File: config.mk
export PLATFORM = sky130hd
export DESIGN_NAME = dma_engineer
export DESIGN_NICKNAME = d
export VERILOG_FILES = /design/src/rtl/dma_engineer.sv
export SDC_FILE = /design/constraint.sdc
export NUM_CORES = 1
export LEC_CHECK = 0
export BUFFER_PORTS_ARGS = -buffer_cell sky130_fd_sc_hd__buf_2
export CAP_MARGIN = 10
export CORE_AREA = 5 5 431 433
export CTS_CLUSTER_DIAMETER = 200
export DETAILED_ROUTE_END_ITERATION = 8
export DIE_AREA = 0 0 436 438
export PLACE_DENSITY = 0.3
export SLEW_MARGIN = 0
export SYNTH_ARGS = -nofsm -noshare
export SYNTH_HDL_FRONTEND = slang
export SYNTH_SLANG_ARGS = --single-unit
File: constraint.sdc
create_clock -name clk -period 1.8 [get_ports clk]
set_input_delay 0.27 -clock clk [delete_from_list [all_inputs] [get_ports clk]]
set_output_delay 0.27 -clock clk [all_outputs]
set_load 0.1 [all_outputs]
File: src/rtl/dma_engineer.sv
// Weight-fetch DMA responder: accepts one start/length request, issues one read per cycle
// to a fixed-latency memory, and streams words out. Optional macro: DMA_ENGINEER_BOUNDS_CHECK_EN.
module dma_engineer #(
  parameter int unsigned DW        = 512,
  parameter int unsigned AW        = 27,
  parameter int unsigned MEM_LAT   = 2,
  parameter int unsigned MEM_WORDS = 2048
) (
  input  logic          clk,
  input  logic          rst,
  input  logic          dma_engineer_req,
  input  logic [AW-1:0] dma_engineer_start_addr,
  input  logic [AW-1:0] dma_engineer_length,
  output logic          dma_engineer_ack,
  output logic [DW-1:0] dma_engineer_dout,
  output logic          dma_engineer_dout_en,
  output logic          dma_engineer_dout_eop,
  output logic          mem_rd_en,
  output logic [AW-1:0] mem_rd_addr,
  input  logic [DW-1:0] mem_rd_data,
  output logic          busy,
  output logic          err
);

  typedef enum logic [1:0] {
    ST_IDLE  = 2'd0,
    ST_ACK   = 2'd1,
    ST_READ  = 2'd2,
    ST_DRAIN = 2'd3
  } state_e;

  state_e               state_q, state_d;
  logic [AW-1:0]        addr_q, addr_d;
  logic [AW-1:0]        rem_q, rem_d;
  logic                 ack_q, busy_q, rd_en_q, rd_en_d;
  logic                 issue_c, last_c;
  logic [MEM_LAT-1:0]   vld_q, vld_d, last_q, last_d, vld_sh_c;

  // Drain completes once this cycle's shift leaves the valid pipe empty.
  assign vld_sh_c = vld_q << 1;

  always_comb begin : fsm_next
    state_d = state_q;
    addr_d  = addr_q;
    rem_d   = rem_q;
    issue_c = 1'b0;
    last_c  = 1'b0;
    case (state_q)
      ST_IDLE: begin
        if (dma_engineer_req) begin
          addr_d  = dma_engineer_start_addr;
          rem_d   = dma_engineer_length;
          state_d = ST_ACK;
        end
      end
      ST_ACK:  state_d = (rem_q == '0) ? ST_IDLE : ST_READ;
      ST_READ: begin
        issue_c = 1'b1;
        last_c  = (rem_q == AW'(1));
        addr_d  = addr_q + AW'(1);
        rem_d   = rem_q - AW'(1);
        if (last_c) state_d = ST_DRAIN;
      end
      ST_DRAIN: begin
        if (vld_sh_c == '0) state_d = ST_IDLE;
      end
      default: state_d = ST_IDLE;
    endcase
  end

  always_comb begin : pipe_next
    vld_d     = '0;
    last_d    = '0;
    vld_d[0]  = issue_c;
    last_d[0] = last_c;
    for (int i = 1; i < int'(MEM_LAT); i++) begin
      vld_d[i]  = vld_q[i-1];
      last_d[i] = last_q[i-1];
    end
  end

`ifdef DMA_ENGINEER_BOUNDS_CHECK_EN
  localparam logic [AW-1:0] MEM_LIM = AW'(MEM_WORDS);

  logic               oob_c, err_q;
  logic [MEM_LAT-1:0] zero_q, zero_d;

  // Out-of-range words are never read; their beat is flagged to output zero.
  assign rd_en_d = (state_d == ST_READ) && (addr_d < MEM_LIM);
  assign oob_c   = issue_c && (addr_q >= MEM_LIM);

  always_comb begin : zero_next
    zero_d    = '0;
    zero_d[0] = oob_c;
    for (int i = 1; i < int'(MEM_LAT); i++) zero_d[i] = zero_q[i-1];
  end

  always_ff @(posedge clk) begin
    if (rst) begin
      zero_q <= '0;
      err_q  <= 1'b0;
    end else begin
      zero_q <= zero_d;
      err_q  <= err_q | oob_c;
    end
  end

  assign dma_engineer_dout = zero_q[MEM_LAT-1] ? '0 : mem_rd_data;
  assign err               = err_q;
`else
  logic unused_c;

  assign rd_en_d           = (state_d == ST_READ);
  assign dma_engineer_dout = mem_rd_data;
  assign err               = 1'b0;
  assign unused_c          = ^MEM_WORDS;
`endif

  always_ff @(posedge clk) begin
    if (rst) begin
      state_q <= ST_IDLE;
      addr_q  <= '0;
      rem_q   <= '0;
      ack_q   <= 1'b0;
      busy_q  <= 1'b0;
      rd_en_q <= 1'b0;
      vld_q   <= '0;
      last_q  <= '0;
    end else begin
      state_q <= state_d;
      addr_q  <= addr_d;
      rem_q   <= rem_d;
      ack_q   <= (state_d == ST_ACK);
      busy_q  <= (state_d != ST_IDLE);
      rd_en_q <= rd_en_d;
      vld_q   <= vld_d;
      last_q  <= last_d;
    end
  end

  assign dma_engineer_ack      = ack_q;
  assign busy                  = busy_q;
  assign mem_rd_en             = rd_en_q;
  assign mem_rd_addr           = addr_q;
  assign dma_engineer_dout_en  = vld_q[MEM_LAT-1];
  assign dma_engineer_dout_eop = last_q[MEM_LAT-1];

endmodule

==> out/qor.csv, run 1 <==
stage,metric,value,unit
status,status,"finished, final reports clean",
detailed_routing,DR vias,5200,
pwr,Comb power frac,36.6,%
layout,multi-input logic area,2250,um2
timing,setup violators final,0,
detailed_routing,final WL,75.2,mm
logic_synthesis,Ys Warns,0,
clock_network,CTS root buffer,clkbuf_16,
setup_path,worst-path cell chain,or4_4 > or3_1 > o31a_1 > o21ai_1 > a21oi_1,
clock_network,Skew-Pair Late Insertion Delay,0.37,ns
place,Final HPWL DP,68.1,mm
detailed_routing,DRC viols,0,
global_route,gr ovfl total,0,
pwr,leak pwr,2.14,nW
timing,worst slew pin tran,0.553,ns
setup_path,crit path kind,register to register,
global_route,initial antenna violation count,29,
timing,Rel. slew slack,63.4,%
pwr,clock network power share,34.3,%
global_route,Total GRT Usage,7.52,%
logic_synthesis,Seq cells post-synth,63,
layout,Post-Route Utilization,4.45,%
layout,layout cells sized above 1,42.7,%
clock_network,TritonCTS clock tree,done,
setup_path,Startpoint Class,register,
pwr,peak supply drop,0.301,mV
detailed_routing,Via-to-Cell Ratio,1.74,
logic_synthesis,Synth area leaders,"buf_4 52%, dfxtp_1 17%, a21oi_1 3.5%",
layout,Reg area,1350,um2
timing,Worst Clk Skew,0.00978,ns
hold_path,Hold WC Path Type,input port to register,
setup_path,FF-to-FF path depth,5,
logic_synthesis,Mean Syn Cell Area,7.75,um2
logic_synthesis,synthesized area,7340,um2
floorplanning,FP Rows,157,
timing,"Hold Vio Cnt, Final",0,
floorplanning,die width,436,um
global_route,grt peak-use layer,met2,
floorplanning,core area,182000,um2
timing,unrepaired setup endpoints after global routing,true,
hold_path,Worst Hold Path Cells,3,
layout,Layout area overhead,10.2,%
setup_path,CP max stage delay,0.57,ns
setup_path,"Arr. time, crit path",2.03,ns
logic_synthesis,"EDFF count, synth",0,
timing,Final min period,1.78,ns
layout,Layout Nets,1160,
logic_synthesis,post-synth top area share,52.5,%
setup_path,slowest CP cell,or4_4,
timing,Fin Setup TNS,0,ns
logic_synthesis,cell count after synthesis,947,
clock_network,worst-case clock buffer depth,2,
logic_synthesis,Async SR Flop Fraction,0,%
place,pre-CTS setup slack,-0.0882,ns
global_route,largest net degree at the start of global routing,34,
timing,final worst-path cycle share,98.7,%
clock_network,Num CTS Buffers,9,
timing,final worst slack,0.0225,ns
global_route,GR Layer Usage met3,10.2,%
layout,"commonest non-fill, non-tap cell in the layout",buf_2,
layout,fill cell total of the finished layout,21480,
pwr,Flop pwr share,29.0,%
setup_path,crit end category,register,
detailed_routing,Pre-antenna DRT Iters,5,
clock_network,clock sinks,63,
logic_synthesis,sequential area share after synthesis,17.2,%
place,placed cell area,7580,um2
global_route,met2 Use GR,11.8,%
floorplanning,height of the die,438,um
global_route,vias in the first global route,5216,
global_route,met1 Usage GRT,4.24,%
clock_network,cts hold-fix bufs,0,
logic_synthesis,Synth area leader,buf_4,
timing,max-slew violations,0,
clock_network,H-tree levels,3,
clock_network,clk slew on worst S/H paths,0.07,ns
floorplanning,I/O Pins,1114,
logic_synthesis,Synth cell types,59,
detailed_routing,wire per inst,25.2,um
floorplanning,die area,191000,um2
detailed_routing,Post-DRT Antenna Nets,0,
place,global placement routability congestion,0.705,
setup_path,CP Data Required Time,2.05,ns
detailed_routing,DR iter-0 viols,229,
pwr,pwr dens,754,nW/um2
setup_path,critical-path maximum fanout,4,
logic_synthesis,Main synth FF type,dfxtp_1,
pwr,sw frac,41.6,%
timing,fmax,563,MHz
global_route,first-pass GRT wire length,86.9,mm
layout,most frequent cells in the layout,"82 x buf_2, 77 x buf_4, 52 x a21oi_1, 35 x dfxtp_1, 34 x nor2_1",
place,IO buf count,88,
logic_synthesis,syn_nets,1519,
pwr,internal cell power,3.56,mW
job,MaxCap Viol Count,0,
floorplanning,initial core utilization,4.04,%
layout,Final Cell Area,8090,um2
pwr,Net Sw Power,2.54,mW
timing repair:
item / CTS / global route
pin swaps: 5 / 6
gates resized for setup: 12 / 25
setup buffers: 1 / 2
setup endpoints to repair: 10 / 25
through the flow:
step | hold slack (ns) | power, mW | cells
final | 0.162 | 6.10 | 2984
after global routing | 0.152 | 6.41 | 2984
after CTS | 0.127 | 6.18 | 2977
after detailed placement | 0.507 | 3.96 | 2960
after global placement | 0.506 | 3.98 | 2960
after floorplan | 0.396 | 8.37 | 947
power groups by stage:
stage	logic, mW	registers, mW	clock network [mW]
final	2.23	1.77	2.09
after floorplan	6.09	2.28	0
after global routing	2.39	1.79	2.23
after global placement	2.18	1.80	0
after detailed placement	2.16	1.80	0
after CTS	2.21	1.77	2.21
critical path: cells and delay by family (launching register included):
kind	cells	cell delay, ns
DFF	1	0.34
AOI/OAI and AO/OA	3	0.42
and+or+nand+nor	2	0.90
final cells by class:
class | count | area share, %
clock inverters | 7 | 1.27
repair buffers | 168 | 13.8
diodes | 6 | 0.186
inverters | 13 | 0.603
well taps | 2385 | 36.9
clock buffers | 9 | 2.78
flip-flops and latches | 63 | 16.7
multi-input cells | 333 | 27.8
logic make-up (layout without fill, tap and decap cells):
| logic type | count (synthesis) | in the layout | share of synthesized area [%] |
|---|---|---|---|
| other | 1 | 7 | 0.0511 |
| AO/OA/AOI/OAI | 135 | 135 | 12.0 |
| AND/OR/NAND/NOR | 176 | 176 | 13.4 |
| adder cells (fa/ha/maj) | 3 | 3 | 0.511 |
| flip-flops | 63 | 63 | 17.2 |
| multiplexers | 9 | 9 | 1.28 |
| XOR/XNOR | 9 | 9 | 1.07 |
| buffers and inverters | 551 | 197 | 54.6 |
flip-flops by register name, indices dropped and copies added (netlist names):
register          flops
mem_rd_en             1
vld_q                 2
rem_q                27
dma_engineer_ack      1
busy                  1
state_q               2
last_q                2
mem_rd_addr          27
final timing paths:
check | from | to | slack (ns)
worst min-delay path | dma_engineer_start_addr[19] | mem_rd_addr[19] | 0.16
worst min register to register | rem_q[18] | rem_q[18] | 0.51
worst max register to register | rem_q[1] | rem_q[21] | 0.02
worst max-delay path | rem_q[1] | rem_q[21] | 0.02
layer usage:
metal | share of wire [%] | routed length (um)
met1 | 20 | 15000
met2 | 45 | 34000
met3 | 29 | 21500
met4 | 6.1 | 4560
met5 | 0.30 | 228
Yosys cell counts, types with 2 or more instances:
library cell and instances:
dfxtp_1 63, mux2i_1 6, nor3_2 2, ha_1 3, and3_1 5, o311ai_0 7
and2_1 2, or3_1 9, xnor2_1 4, a311oi_1 2, o21ai_0 13, nand2b_1 5
clkbuf_1 23, a2bb2oi_1 2, nand4_1 9, nor2_1 36, or4_4 2, inv_1 13
a22oi_1 11, nand3_1 17, o21bai_1 3, or4_1 2, nor2b_1 6, nand2_2 2
buf_4 513, nor4_2 3, a31oi_1 7, a21oi_1 52, mux2_2 3, a221oi_1 4
o211ai_1 5, o22ai_1 10, a211oi_1 10, nor3_1 17, nor3b_1 2, nand2_1 31
xor2_1 5, nor4_1 17
Note: power is estimated with default switching activity, not from simulation.
==> run 2, diff against run 1 <==
Settings changed: GPL_TIMING_DRIVEN from default to 0.
==> run 2 against run 1 <==
Net effect: the run now ends with negative setup slack left; final cell count increased by 34%; non-clock buffer count is 997 higher; sequential power rose by 3%; first-iteration DRC count is 91% higher; sequential share of layout area shrank 7.1 points; clock power fell by 4%; die area stayed put; worst hold slack better by 0.016 ns; clock-buffer cell count is 4 higher; clock skew is essentially flat; critical path type unchanged; largest cell class is now buffers.
==> out/qor.csv, run 2 (same netlist as run 1, synthesis figures left out) <==
stage,metric,value,unit,change
clock_network,TritonCTS clock tree,done,,
clock_network,clock sinks,63,,unchanged
detailed_routing,final WL,84.6,mm,+12%
pwr,clock network power share,16.5,%,-18 points
global_route,initial antenna violation count,101,,+250%
timing,unrepaired setup endpoints after global routing,true,,
place,global placement routability congestion,0.954,,+35%
timing,max-slew violations,0,,unchanged
global_route,grt peak-use layer,met2,,
floorplanning,height of the die,438,um,unchanged
place,pre-CTS setup slack,-1.06,ns,-0.975 ns
global_route,met2 Use GR,14.4,%,+2.6 points
status,violated checks,negative setup slack,,
status,status,"complete, but fails checks",,
layout,"commonest non-fill, non-tap cell in the layout",buf_2,,
clock_network,CTS root buffer,clkbuf_16,,
job,MaxCap Viol Count,0,,unchanged
layout,most frequent cells in the layout,"600 x buf_2, 540 x buf_4, 51 x a21oi_1, 32 x nor2_1, 28 x nand2_1",,
pwr,pwr dens,846,nW/um2,+12%
detailed_routing,DR vias,9127,,+76%
timing,worst slew pin tran,0.920,ns,+0.367 ns
floorplanning,die width,436,um,unchanged
floorplanning,die area,191000,um2,unchanged
floorplanning,initial core utilization,4.04,%,unchanged
setup_path,CP Data Required Time,1.99,ns,-0.06 ns
detailed_routing,DR iter-0 viols,437,,+91%
setup_path,Startpoint Class,register,,
pwr,leak pwr,6.46,nW,+200%
global_route,first-pass GRT wire length,101,mm,+16%
pwr,peak supply drop,0.431,mV,+43%
timing,Rel. slew slack,38.7,%,-25 points
timing,final worst slack,-0.0925,ns,-0.115 ns
detailed_routing,Post-DRT Antenna Nets,0,,unchanged
layout,Layout Nets,2157,,+86%
pwr,Flop pwr share,15.0,%,-14 points
floorplanning,I/O Pins,1114,,unchanged
pwr,overall power,12.1,mW,+99%
pwr,Net Sw Power,7.52,mW,+200%
global_route,met1 Usage GRT,8.82,%,+4.6 points
clock_network,Num CTS Buffers,9,,unchanged
global_route,gr ovfl total,0,,unchanged
setup_path,"Arr. time, crit path",2.08,ns,+0.05 ns
detailed_routing,DRC viols,0,,unchanged
clock_network,H-tree levels,3,,unchanged
floorplanning,FP Rows,157,,unchanged
timing,fmax,528,MHz,-6.1%
setup_path,critical-path maximum fanout,3,,-1
setup_path,crit path kind,register to register,,
detailed_routing,Via-to-Cell Ratio,2.29,,+31%
floorplanning,core area,182000,um2,unchanged
timing,Final min period,1.89,ns,+0.115 ns
clock_network,clk slew on worst S/H paths,0.06,ns,about the same
timing,Worst Clk Skew,0.00949,ns,-0.000285 ns
pwr,sw frac,61.9,%,+20 points
pwr,Comb power frac,68.5,%,+32 points
detailed_routing,wire per inst,21.2,um,-16%
place,IO buf count,599,,+580%
timing,"Hold Vio Cnt, Final",0,,unchanged
global_route,GR Layer Usage met3,3.80,%,-6.4 points
layout,Layout area overhead,95.7,%,
timing,setup violators final,5,,+5
global_route,vias in the first global route,8729,,+67%
layout,layout cells sized above 1,79.4,%,+37 points
clock_network,worst-case clock buffer depth,2,,unchanged
layout,Post-Route Utilization,7.90,%,+3.5 points
pwr,internal cell power,4.63,mW,+30%
hold_path,Hold WC Path Type,input port to register,,
detailed_routing,Pre-antenna DRT Iters,5,,unchanged
global_route,Total GRT Usage,8.20,%,+0.67 points
global_route,largest net degree at the start of global routing,11,,-68%
setup_path,crit end category,register,,
place,Final HPWL DP,78.4,mm,+15%
timing,final worst-path cycle share,105,%,+6.4 points
clock_network,Skew-Pair Late Insertion Delay,0.35,ns,-0.02 ns
layout,Final Cell Area,14400,um2,+78%
place,placed cell area,13400,um2,+77%
## run 2: cell types whose count changed in the layout (fill, tap and decap cells not counted), sizes merged
cell      previous run  this run
diode                6        14
inv                 16        12
buf                168      1143
clkbuf               9        35
clkinvlp             0         1
clkinv               2         1
## run 2: final timing paths
path                          startpoint              end  slack (ns)  cells past startpoint
max                            rem_q[23]             busy       -0.09                      4
max reg2reg                    rem_q[23]             busy       -0.09                      4
min          dma_engineer_start_addr[19]  mem_rd_addr[19]        0.18                      3
min reg2reg                     vld_q[0]         vld_q[1]        0.50                      1
## run 2: cell type report
cell class | count | area, um2
clock buffer | 13 | 260
antenna | 14 | 35.0
fill | 21301 | 167000
buffer | 537 | 4010
multi-input combinational | 333 | 2360
clock inverter | 3 | 65.1
tap | 2385 | 2980
sequential | 63 | 1370
timing repair buffer | 628 | 3220
inverter | 13 | 52.6
## run 2: per-stage QoR
stage | setup TNS (ns) | hold slack, ns | std cells
6_report | -0.200 | 0.178 | 3989
5_1_grt | -0.820 | 0.191 | 3983
4_1_cts | -0.225 | 0.172 | 3971
3_5_place_dp | -42.41 | 0.491 | 3931
3_3_place_gp | -46.98 | 0.489 | 3931
2_1_floorplan | -0.00772 | 0.396 | 947
## run 2: power by group through the flow
stage               combinational [mW]  clock, mW  sequential [mW]
floorplan                         6.09          0             2.28
global placement                  8.06          0             1.82
detailed placement                8.03          0             1.82
CTS                               8.33       2.05             1.81
global route                      8.56       2.11             1.84
finish                            8.32       2.00             1.82
## run 2: routing by layer
layer | share of wire [%] | vias up
met1 | 35 | 4310
met2 | 50 | 606
met3 | 11 | 169
met5 | 0.54 | -
met4 | 3.0 | 68
li1 | - | 3974
## run 2: what timing repair did
| item | 4_1_cts | 5_1_grt |
|---|---|---|
| pin swaps | 19 | 15 |
| hold buffers | 0 | 0 |
| gates resized for setup | 71 | 33 |
| gates cloned | 0 | 0 |
| endpoints found under the setup margin | 57 | 30 |
| setup buffers | 25 | 4 |
## run 2: worst max-delay path, cell delays in order, from the launching register on
cell and delay [ns]:
dfxtp_4 0.34, or4_4 0.52, or3_4 0.41, o311ai_4 0.30, a31oi_2 0.16
